<file path="config.mk">
export PLATFORM = sky130hd
export DESIGN_NAME = ball_ctl
export DESIGN_NICKNAME = d
export VERILOG_FILES = /design/src/rtl/ball_ctl.sv
export SDC_FILE = /design/constraint.sdc
export NUM_CORES = 1
export LEC_CHECK = 0
export ABC_AREA = 1
export BUFFER_PORTS_ARGS = -buffer_cell sky130_fd_sc_hd__clkbuf_2
export CAP_MARGIN = 25
export CORE_MARGIN = 2
export CORE_UTILIZATION = 55
export DETAILED_ROUTE_END_ITERATION = 8
export GPL_TIMING_DRIVEN = 0
export PLACE_DENSITY = 0.75
export SYNTH_ARGS = -nofsm -noshare
export SYNTH_HDL_FRONTEND = slang
export SYNTH_SLANG_ARGS = --single-unit
export TNS_END_PERCENT = 30
</file>
<file path="constraint.sdc">
create_clock -name clk -period 2.5 [get_ports clk]
set_input_delay 0.25 -clock clk [delete_from_list [all_inputs] [get_ports clk]]
set_output_delay 0.25 -clock clk [all_outputs]
set_load 0.01 [all_outputs]
</file>
<file path="src/rtl/ball_ctl.sv">
// ball_ctl -- frame-rate ball motion controller for the pong game.
//
// Holds the ball centred while idle or waiting to serve. Once serving ends it
// moves the ball once per frame_tick. It bounces the ball off the walls and the
// paddles, and detects misses. Misses and paddle hits are reported as
// one-cycle pulses.
//
// Optional feature macro: BALL_SPEEDUP_EN
//   defined   : each paddle hit raises the horizontal speed by one, up to
//               SPEED_MAX; every serve restarts at SPEED_INIT.
//   undefined : horizontal speed is fixed at SPEED_INIT (no speed register).
//
// Ports:
//   clk         in   1   pixel clock
//   rst         in   1   synchronous active-high reset
//   frame_tick  in   1   one-cycle pulse per frame (vblank start)
//   game_state  in   2   00 menu_start, 01 play, 10 game_over
//   pad_l_y     in  10   left paddle top y
//   pad_r_y     in  10   right paddle top y
//   ball_x      out 11   ball top-left x (registered)
//   ball_y      out 10   ball top-left y (registered)
//   hit         out  1   one-cycle pulse on a paddle bounce
//   score_l     out  1   one-cycle pulse, ball left the field on the right
//   score_r     out  1   one-cycle pulse, ball left the field on the left

module ball_ctl #(
    parameter int PAD_X_L      = 20,
    parameter int PAD_X_R      = 989,
    parameter int PAD_WIDTH    = 15,
    parameter int SPEED_INIT   = 4,
    parameter int SPEED_MAX    = 12,
    parameter int DY           = 3,
    parameter int SERVE_FRAMES = 60
) (
    input  logic        clk,
    input  logic        rst,
    input  logic        frame_tick,
    input  logic [1:0]  game_state,
    input  logic [9:0]  pad_l_y,
    input  logic [9:0]  pad_r_y,
    output logic [10:0] ball_x,
    output logic [9:0]  ball_y,
    output logic        hit,
    output logic        score_l,
    output logic        score_r
);

    // Screen geometry shared with the VGA stages.
    localparam int HOR_PIXELS = 32'sd1024;
    localparam int VER_PIXELS = 32'sd768;
    localparam int BALLSIZE   = 32'sd15;
    localparam int PAD_HEIGHT = 32'sd145;

    localparam logic [1:0] GS_PLAY = 2'b01;

    localparam int CNT_W = (SERVE_FRAMES > 32'sd1) ? $clog2(SERVE_FRAMES + 32'sd1) : 32'sd1;
    localparam int SPD_W = $clog2(SPEED_MAX + 32'sd1);

    localparam logic [10:0] CX      = 11'((HOR_PIXELS - BALLSIZE) / 32'sd2);
    localparam logic [9:0]  CY      = 10'((VER_PIXELS - BALLSIZE) / 32'sd2);
    localparam logic [9:0]  YMAX    = 10'(VER_PIXELS - BALLSIZE);
    localparam logic [10:0] L_CLAMP = 11'(PAD_X_L + PAD_WIDTH);
    localparam logic [10:0] R_CLAMP = 11'(PAD_X_R - BALLSIZE);

    // 12-bit signed copies for the next-position arithmetic.
    localparam logic signed [11:0] XMAX_S    = 12'(HOR_PIXELS - BALLSIZE);
    localparam logic signed [11:0] YMAX_S    = 12'(VER_PIXELS - BALLSIZE);
    localparam logic signed [11:0] BALL_S    = 12'(BALLSIZE);
    localparam logic signed [11:0] PADH_S    = 12'(PAD_HEIGHT);
    localparam logic signed [11:0] DY_S      = 12'(DY);
    localparam logic signed [11:0] PAD_XL_S  = 12'(PAD_X_L);
    localparam logic signed [11:0] L_EDGE_S  = 12'(PAD_X_L + PAD_WIDTH);
    localparam logic signed [11:0] PAD_XR_S  = 12'(PAD_X_R);
    localparam logic signed [11:0] R_OUTER_S = 12'(PAD_X_R + PAD_WIDTH);
    localparam logic signed [11:0] ZERO_S    = 12'sd0;

    localparam logic [SPD_W-1:0] SPD_INIT  = SPD_W'(SPEED_INIT);
    localparam logic [CNT_W-1:0] CNT_LOAD  = CNT_W'(SERVE_FRAMES);
    localparam logic [CNT_W-1:0] CNT_ONE   = CNT_W'(1);
    localparam logic [CNT_W-1:0] CNT_ZERO  = CNT_W'(0);

    typedef enum logic [1:0] {
        ST_IDLE   = 2'b00,
        ST_SERVE  = 2'b01,
        ST_MOVE   = 2'b10,
        ST_SCORED = 2'b11
    } state_t;

    state_t             state_r, next_state_s;
    logic [10:0]        x_r, x_nxt_s;
    logic [9:0]         y_r, y_nxt_s;
    logic               dx_right_r, dx_right_nxt_s;
    logic               dy_down_r, dy_down_nxt_s;
    logic               serve_dir_r, serve_dir_nxt_s;
    logic [CNT_W-1:0]   serve_cnt_r, serve_cnt_nxt_s;
    logic               hit_r, hit_nxt_s;
    logic               sc_l_r, sc_l_nxt_s;
    logic               sc_r_r, sc_r_nxt_s;
    logic [SPD_W-1:0]   speed_s;

    logic signed [11:0] x_ext_s, y_ext_s, spd_ext_s;
    logic signed [11:0] pad_l_ext_s, pad_r_ext_s;
    logic signed [11:0] nx_s, ny_s;
    logic               ovl_l_s, ovl_r_s;
    logic               left_hit_s, right_hit_s;

`ifdef BALL_SPEEDUP_EN
    localparam logic [SPD_W-1:0] SPD_MAX = SPD_W'(SPEED_MAX);
    localparam logic [SPD_W-1:0] SPD_ONE = SPD_W'(1);

    logic [SPD_W-1:0] speed_r, speed_nxt_s;

    assign speed_s = speed_r;
`else
    assign speed_s = SPD_INIT;
`endif

    // Widen the current position, speed and paddles to 12-bit signed.
    assign x_ext_s     = $signed({1'b0, x_r});
    assign y_ext_s     = $signed({2'b00, y_r});
    assign spd_ext_s   = $signed({{(12 - SPD_W){1'b0}}, speed_s});
    assign pad_l_ext_s = $signed({2'b00, pad_l_y});
    assign pad_r_ext_s = $signed({2'b00, pad_r_y});

    // Candidate position for this frame, before any bounce or clamp.
    assign nx_s = dx_right_r ? (x_ext_s + spd_ext_s) : (x_ext_s - spd_ext_s);
    assign ny_s = dy_down_r  ? (y_ext_s + DY_S)      : (y_ext_s - DY_S);

    // Vertical overlap between the ball's current rows and each paddle.
    assign ovl_l_s = ((y_ext_s + BALL_S) > pad_l_ext_s) && (y_ext_s < (pad_l_ext_s + PADH_S));
    assign ovl_r_s = ((y_ext_s + BALL_S) > pad_r_ext_s) && (y_ext_s < (pad_r_ext_s + PADH_S));

    // A paddle only catches the ball while the ball is still in front of the
    // paddle's outer edge; once past it the ball is already lost.
    assign left_hit_s  = !dx_right_r && (nx_s <= L_EDGE_S) && (x_ext_s > PAD_XL_S) && ovl_l_s;
    assign right_hit_s = dx_right_r && ((nx_s + BALL_S) >= PAD_XR_S)
                         && ((x_ext_s + BALL_S) < R_OUTER_S) && ovl_r_s;

    // Next-state, next-position and event pulse decode.
    always_comb begin
        next_state_s    = state_r;
        x_nxt_s         = x_r;
        y_nxt_s         = y_r;
        dx_right_nxt_s  = dx_right_r;
        dy_down_nxt_s   = dy_down_r;
        serve_dir_nxt_s = serve_dir_r;
        serve_cnt_nxt_s = serve_cnt_r;
        hit_nxt_s       = 1'b0;
        sc_l_nxt_s      = 1'b0;
        sc_r_nxt_s      = 1'b0;
`ifdef BALL_SPEEDUP_EN
        speed_nxt_s     = speed_r;
`endif

        if (game_state != GS_PLAY) begin
            // Leaving play always wins, even over a frame tick.
            next_state_s = ST_IDLE;
            x_nxt_s      = CX;
            y_nxt_s      = CY;
        end else begin
            case (state_r)
                ST_IDLE: begin
                    next_state_s    = ST_SERVE;
                    serve_cnt_nxt_s = CNT_LOAD;
                    x_nxt_s         = CX;
                    y_nxt_s         = CY;
                end

                ST_SERVE: begin
                    x_nxt_s = CX;
                    y_nxt_s = CY;
                    if (frame_tick) begin
                        if (serve_cnt_r <= CNT_ONE) begin
                            // Count reaches zero: launch. The ball first moves
                            // on the next tick.
                            serve_cnt_nxt_s = CNT_ZERO;
                            next_state_s    = ST_MOVE;
                            dx_right_nxt_s  = serve_dir_r;
                            dy_down_nxt_s   = 1'b1;
`ifdef BALL_SPEEDUP_EN
                            speed_nxt_s     = SPD_INIT;
`endif
                        end else begin
                            serve_cnt_nxt_s = serve_cnt_r - CNT_ONE;
                        end
                    end else begin
                        serve_cnt_nxt_s = serve_cnt_r;
                    end
                end

                ST_MOVE: begin
                    if (frame_tick) begin
                        if (!dx_right_r && (nx_s <= ZERO_S)) begin
                            sc_r_nxt_s   = 1'b1;
                            next_state_s = ST_SCORED;
                        end else if (dx_right_r && (nx_s >= XMAX_S)) begin
                            sc_l_nxt_s   = 1'b1;
                            next_state_s = ST_SCORED;
                        end else begin
                            if (left_hit_s) begin
                                x_nxt_s        = L_CLAMP;
                                dx_right_nxt_s = 1'b1;
                                hit_nxt_s      = 1'b1;
                            end else if (right_hit_s) begin
                                x_nxt_s        = R_CLAMP;
                                dx_right_nxt_s = 1'b0;
                                hit_nxt_s      = 1'b1;
                            end else begin
                                x_nxt_s = nx_s[10:0];
                            end
`ifdef BALL_SPEEDUP_EN
                            if ((left_hit_s || right_hit_s) && (speed_r < SPD_MAX)) begin
                                speed_nxt_s = speed_r + SPD_ONE;
                            end else begin
                                speed_nxt_s = speed_r;
                            end
`endif
                            // Walls act in the same frame as any paddle bounce.
                            if (ny_s <= ZERO_S) begin
                                y_nxt_s       = 10'd0;
                                dy_down_nxt_s = 1'b1;
                            end else if (ny_s >= YMAX_S) begin
                                y_nxt_s       = YMAX;
                                dy_down_nxt_s = 1'b0;
                            end else begin
                                y_nxt_s = ny_s[9:0];
                            end
                        end
                    end else begin
                        next_state_s = ST_MOVE;
                    end
                end

                ST_SCORED: begin
                    // Lasts exactly one clock; any frame tick here is ignored.
                    next_state_s    = ST_SERVE;
                    serve_cnt_nxt_s = CNT_LOAD;
                    serve_dir_nxt_s = !serve_dir_r;
                    x_nxt_s         = CX;
                    y_nxt_s         = CY;
                end

                default: begin
                    next_state_s = ST_IDLE;
                    x_nxt_s      = CX;
                    y_nxt_s      = CY;
                end
            endcase
        end
    end

    // State, position, direction and output pulse registers.
    always_ff @(posedge clk) begin
        if (rst) begin
            state_r     <= ST_IDLE;
            x_r         <= CX;
            y_r         <= CY;
            dx_right_r  <= 1'b1;
            dy_down_r   <= 1'b1;
            serve_dir_r <= 1'b1;
            serve_cnt_r <= CNT_ZERO;
            hit_r       <= 1'b0;
            sc_l_r      <= 1'b0;
            sc_r_r      <= 1'b0;
        end else begin
            state_r     <= next_state_s;
            x_r         <= x_nxt_s;
            y_r         <= y_nxt_s;
            dx_right_r  <= dx_right_nxt_s;
            dy_down_r   <= dy_down_nxt_s;
            serve_dir_r <= serve_dir_nxt_s;
            serve_cnt_r <= serve_cnt_nxt_s;
            hit_r       <= hit_nxt_s;
            sc_l_r      <= sc_l_nxt_s;
            sc_r_r      <= sc_r_nxt_s;
        end
    end

`ifdef BALL_SPEEDUP_EN
    // Horizontal speed register, grows on paddle hits.
    always_ff @(posedge clk) begin
        if (rst) begin
            speed_r <= SPD_INIT;
        end else begin
            speed_r <= speed_nxt_s;
        end
    end
`endif

    assign ball_x  = x_r;
    assign ball_y  = y_r;
    assign hit     = hit_r;
    assign score_l = sc_l_r;
    assign score_r = sc_r_r;

endmodule

</file>
# Word-level counts from Yosys, hierarchy flattened
# Cells that the tools add are included.
dict set report totals {
  register_bits 35
}
dict set report op_classes {
  bitwise 3
  eq_ne 12
  reduce_logical 27
  n_mux 43
  order_cmp 13
  n_addsub 10
}
# op count
set op_table {}
lappend op_table {{11-bit two-way mux} 5}
lappend op_table {{10-bit two-way mux} 5}
lappend op_table {{12-bit by 11-bit greater-or-equal comparator with 1-bit output (second input constant)} 3}
lappend op_table {{12-bit by 1-bit less-or-equal comparator with 1-bit output (second input constant)} 2}
lappend op_table {{12-bit two-way mux} 2}
lappend op_table {{10-bit by 8-bit adder with 11-bit output (second input constant)} 2}
lappend op_table {{10-bit by 11-bit less-than comparator with 1-bit output} 2}
lappend op_table {{11-bit one-hot mux with 2 select lines} 1}
lappend op_table {{10-bit one-hot mux with 2 select lines} 1}
lappend op_table {{1-bit two-way mux} 18}
lappend op_table {{8-bit AND reduction} 2}
lappend op_table {{11-bit by 3-bit adder with 12-bit output (second input constant)} 1}
lappend op_table {{11-bit by 4-bit adder with 12-bit output (second input constant)} 1}
lappend op_table {{12-bit by 5-bit adder with 12-bit output (second input constant)} 1}
lappend op_table {{12-bit by 11-bit > comparator with 1-bit output} 1}
lappend op_table {{12-bit by 7-bit less-or-equal comparator with 1-bit output (second input constant)} 1}
lappend op_table {{12-bit by 11-bit less-than comparator with 1-bit output (second input constant)} 1}
lappend op_table {{6-bit two-way mux} 2}
lappend op_table {{6-bit one-hot mux with 2 select lines} 1}
lappend op_table {{11-bit by 3-bit subtractor with 12-bit output (second input constant)} 1}
lappend op_table {{10-bit by 2-bit adder with 11-bit output (second input constant)} 1}
lappend op_table {{10-bit by 4-bit adder with 11-bit output (second input constant)} 1}
lappend op_table {{11-bit by 10-bit > comparator with 1-bit output} 1}
lappend op_table {{11-bit by 5-bit > comparator with 1-bit output (second input constant)} 1}
lappend op_table {{other kinds (24)} 51}

# Logic depth before layout (Yosys ltp)
dict set report logic_depth {
  ltp_word 13
  depth_mapped 23
}

# Worst setup path after synthesis
# Ideal clock, no wire load.
dict set report synth_timing {
  path_type {register to register}
  startpoint {register y_r[0] (netlist: ball_y[0])}
  endpoint {register x_r[10] (netlist: ball_x[10])}
  t_arrival_ns 2.639
  slack_ns -0.210
  n_path_buf 0
  setup_time_ns 0.070
  path_stages_with_launch 20
  path_cell_list {dfxtp_1 inv_1 ha_1 a21oi_1 xor2_1 ha_1 a21o_1 nor2_1 nand2_1 nand2_1 nand2_1 nand2_1 nand2_1 nand3_1 nor2_1 nand2_2 nand2_1 inv_1 nand3_1 a21oi_1}
}
dict set report synth_via {
  elab_chain_cells 10
}
# item line_no
set synth_lines {}
lappend synth_lines {{from (decl)} 91} ;# logic [9:0] y_r, y_nxt_s;
lappend synth_lines {{from (signal assigned)} 268} ;# y_r <= y_nxt_s;
lappend synth_lines {{10-bit by 4-bit adder with 11-bit output} {130, 131}}
lappend synth_lines {{11-bit by 10-bit > comparator with 1-bit output} 131} ;# assign ovl_r_s = ((y_ext_s + BALL_S) > pad_r_ext_s) && (y_ext_s < (pad_r_ext_s + PADH_S));
lappend synth_lines {{1-bit logical AND} 131}
lappend synth_lines {{1-bit logical AND} 137} ;# && ((x_ext_s + BALL_S) < R_OUTER_S) && ovl_r_s;
lappend synth_lines {{11-bit two-way mux} 204} ;# end else if (right_hit_s) begin
lappend synth_lines {{11-bit two-way mux (*)} 200} ;# if (left_hit_s) begin
lappend synth_lines {{11-bit two-way mux (*)} 196} ;# end else if (dx_right_r && (nx_s >= XMAX_S)) begin
lappend synth_lines {{11-bit two-way mux (*)} 193} ;# if (!dx_right_r && (nx_s <= ZERO_S)) begin
lappend synth_lines {{11-bit two-way mux (*)} 192} ;# if (frame_tick) begin
lappend synth_lines {{11-bit one-hot mux with 2 select lines (*)} 161} ;# case (state_r)
lappend synth_lines {{to (signal assigned)} 267} ;# x_r <= x_nxt_s;
lappend synth_lines {{to (decl)} 90} ;# logic [10:0] x_r, x_nxt_s;
# Mark *: on every way between the ends. The rest lies on a longest branch, timed or not. The select of a mux whose other input is x is not followed.
# A chain may end at the register's enable or synchronous reset.

# Worst setup path after layout
# Ends and elaborated chain as after synthesis.

==> metrics.csv <==
stage,metric,value,unit
detailed_routing,Starting DRT DRC Count,329,
timing,Slew @ Worst Pin,0.647,ns
timing,final worst-path setup slack,-0.363,ns
logic_synthesis,Yosys top cell by area,nand2_1,
floorplanning,die area,9460,µm²
logic_synthesis,Async SR Flop Fraction,0,%
global_routing,grt ovf,0,
logic_synthesis,Synth Flop Type,dfxtp_1,
cells_and_area,share of cells above drive strength 1,27.4,%
clock_network,clk_lat worst skew,0.29,ns
setup_path,reg-to-reg endpoint,ball_x[10],
cells_and_area,"commonest non-fill, non-tap cell in the layout",nand2_1,
clock_network,H-Tree Depth,2,
logic_synthesis,Synth Net Count,876,
timing,worst hold slack,0.205,ns
clock_network,CTS Hold Buffers Added,0,
pwr,power density cells,273,nW/µm²
detailed_routing,Post-Route WL,14500,µm
timing,RSZ-0062 raised after global routing,true,
global_routing,initial antenna violation count,0,
clock_network,buffer depth of the longest clock path,2,
clock_network,CTS Buf Count,5,
detailed_routing,# DRC,0,
global_routing,vias in the first global route,5327,
pwr,Pwr Total,1640,µW
clock_network,"Reg clk slew, reported paths",0.08,ns
logic_synthesis,"Seq/Total Area, Yosys",14.6,%
global_routing,total global-route track usage,30.1,%
timing,clock skew,0.00897,ns
timing,max_slew headroom,56.7,%
floorplanning,Rows,34,
detailed_routing,Met2 Routed Length,7040,µm
detailed_routing,DR top layer,met4,
detailed_routing,Routed Antenna Nets,0,
logic_synthesis,top post-synthesis cells by area,"nand2_1 (18%), ha_1 (16%), dfxtp_1 (15%)",
setup_path,CP endpoint kind,flip-flop,
detailed_routing,first drt pass iteration count,7,
outcome,failing checks,setup timing,
setup_path,FF-to-FF path depth,19,
logic_synthesis,Syn Area/Cell,6.07,µm²
setup_path,worst-path fanout max,5,
logic_synthesis,Netlist Area Pre-Place,4790,µm²
setup_path,worst path required time,2.70,ns
pwr,Worst VDD drop,0.290,mV
hold_path,Worst Hold End,serve_cnt_r[1],
detailed_routing,via/cell ratio,5.59,
logic_synthesis,Post-synth EDFFs,0,
hold_path,hold path start,rst,
clock_network,Root Buffer,clkbuf_8,
setup_path,flop2flop setup slack,-0.36,ns
floorplanning,initial core utilization,55.7,%
timing,final setup TNS,-4.71,ns
logic_synthesis,top-area cell type share of the netlist area,18.2,%
logic_synthesis,Synth warnings,0,
timing,FMAX,0.349,GHz
global_routing,largest net degree at the start of global routing,13,
placement,dpl cell area,5180,µm²
timing,Final Hold Viols,0,
floorplanning,Die Height,97.3,µm
logic_synthesis,Syn Inst Count,789,
placement,Final Wtd Congestion,0.925,
cells_and_area,Antenna Cells,0,
cells_and_area,Layout area overhead,25.4,%
floorplanning,Ports,49,
placement,post-DP HPWL,10300,µm
setup_path,CP Launch Type,flip-flop,
logic_synthesis,Yosys cell types,46,
floorplanning,chip width,97.3,µm
timing,# setup viols final,26,
detailed_routing,Met1 Wirelength,5830,µm
timing,Max Slew Vio Count,0,
job,Max-Cap Viols,0,
cells_and_area,nets,966,
timing,Tmin final,2.86,ns
outcome,status,"complete, but fails checks",
detailed_routing,routed via count,5525,
setup_path,Crit Path Category,flip-flop to flip-flop,
cells_and_area,final non-filler cell area,6000,µm²
clock_network,CTS tree,yes,
clock_network,clock sink total,35,
cells_and_area,highest-count cells in the layout ignoring fill and taps,"nand2_1 (215), inv_1 (96), nand3_1 (65)",
placement,Buffers on Ports,48,
floorplanning,Core Region,8590,µm²
setup_path,Arrival @ worst endpoint,3.06,ns
detailed_routing,Met3 Wirelength,1050,µm
logic_synthesis,"flops & latches, synth",35,
timing,Final Cycle Share,115,%
detailed_routing,Wirelength per Cell,14.7,µm
hold_path,worst hold path class,primary input to flip-flop,
global_routing,wire length of the first global-routing pass,24100,µm
hold_path,Hold Path Depth,2,
placement,Place WS,-0.571,ns
setup_path,FF-to-FF Start,ball_y[0],
pwr,leak pwr,0.00316,µW
==> per-layer routing <==
| metal | track usage (%) | vias up |
|---|---|---|
| met4 | 11.4 | 0 |
| met3 | 3.45 | 54 |
| met1 | 36.2 | 2496 |
| met2 | 54.9 | 237 |
| li1 | - | 2738 |
| met5 | 0 | - |
==> sequential cells by signal, indices dropped and copies added, names as in the netlist, 2 cells and up <==
| signal | flops |
|---|---|
| ball_x | 11 |
| ball_y | 10 |
| serve_cnt_r | 6 |
| state_r | 2 |
==> metrics by stage <==
stage                     util, %  std cells
final                        69.8        988
after CTS                    67.3        984
after global routing         69.8        988
after floorplan                 -        789
after global placement       60.3        945
after detailed placement     60.3        945
==> critical path, stage by stage, from the launching register on <==
cell        delay [ns]
dfxtp_4           0.39
clkinvlp_4        0.13
ha_4              0.22
a21oi_4           0.19
xor2_2            0.19
ha_1              0.29
a21o_1            0.20
nor2_1            0.15
nand2_1           0.08
nand2_1           0.06
nand2_1           0.04
nand2_1           0.07
nand2_2           0.06
nand3_2           0.09
nor2_4            0.06
nand2_4           0.12
nand2_4           0.07
inv_2             0.08
nand3_2           0.07
a21oi_1           0.19
==> power breakdown <==
| part | switching (µW) | internal, µW | total [µW] |
|---|---|---|---|
| registers | 10.1 | 557 | 567 |
| clock network | 222 | 297 | 519 |
| logic | 339 | 213 | 552 |
==> Yosys cell counts, types with 9 or more instances <==
library cell and number:
xor2_1 25, nand3_1 77, inv_2 14, nor3_1 10, a21oi_1 43, nor2_1 67
dfxtp_1 35, o21ai_0 26, ha_1 61, nand4_1 12, nand2_2 13, inv_1 102
nand2_1 232, o21ai_1 9
==> how the worst max path moves through the flow <==
stage	from	end	slack, ns	depth (start not counted)
after floorplan	ball_x[2]	ball_x[8]	0.002	20
after CTS	dx_right_r	ball_y[6]	-0.09	19
after detailed placement	ball_y[4]	ball_x[4]	-0.57	17
after global placement	ball_y[4]	ball_x[4]	-0.53	17
final	ball_y[0]	ball_x[10]	-0.36	19
after global routing	ball_y[0]	ball_x[10]	-0.46	19
==> repair_timing <==
action	4_1_cts	5_1_grt
pin swaps	28	22
setup buffers	28	4
gates resized for setup	77	46
cloned	4	0
endpoints found under the setup margin	26	27
==> cells by family after synthesis <==
family	Yosys count	synth area share, %
compound gates	95	11.1
xor+xnor	29	5.46
fa+ha+maj	62	16.4
buf+inv	129	10.9
flops	35	14.6
simple gates	439	41.5
==> cell type report <==
| class | instances | area [µm²] |
|---|---|---|
| buffer | 11 | 108 |
| fill | 731 | 2590 |
| timing repair buffer | 81 | 497 |
| tap | 108 | 135 |
| clock inverter | 3 | 43.8 |
| inverter | 117 | 458 |
| multi-input combinational | 627 | 3950 |
| timing repair inverter | 1 | 6.26 |
| clock buffer | 5 | 68.8 |
| sequential | 35 | 739 |
Power figures use the tool's default switching activity.
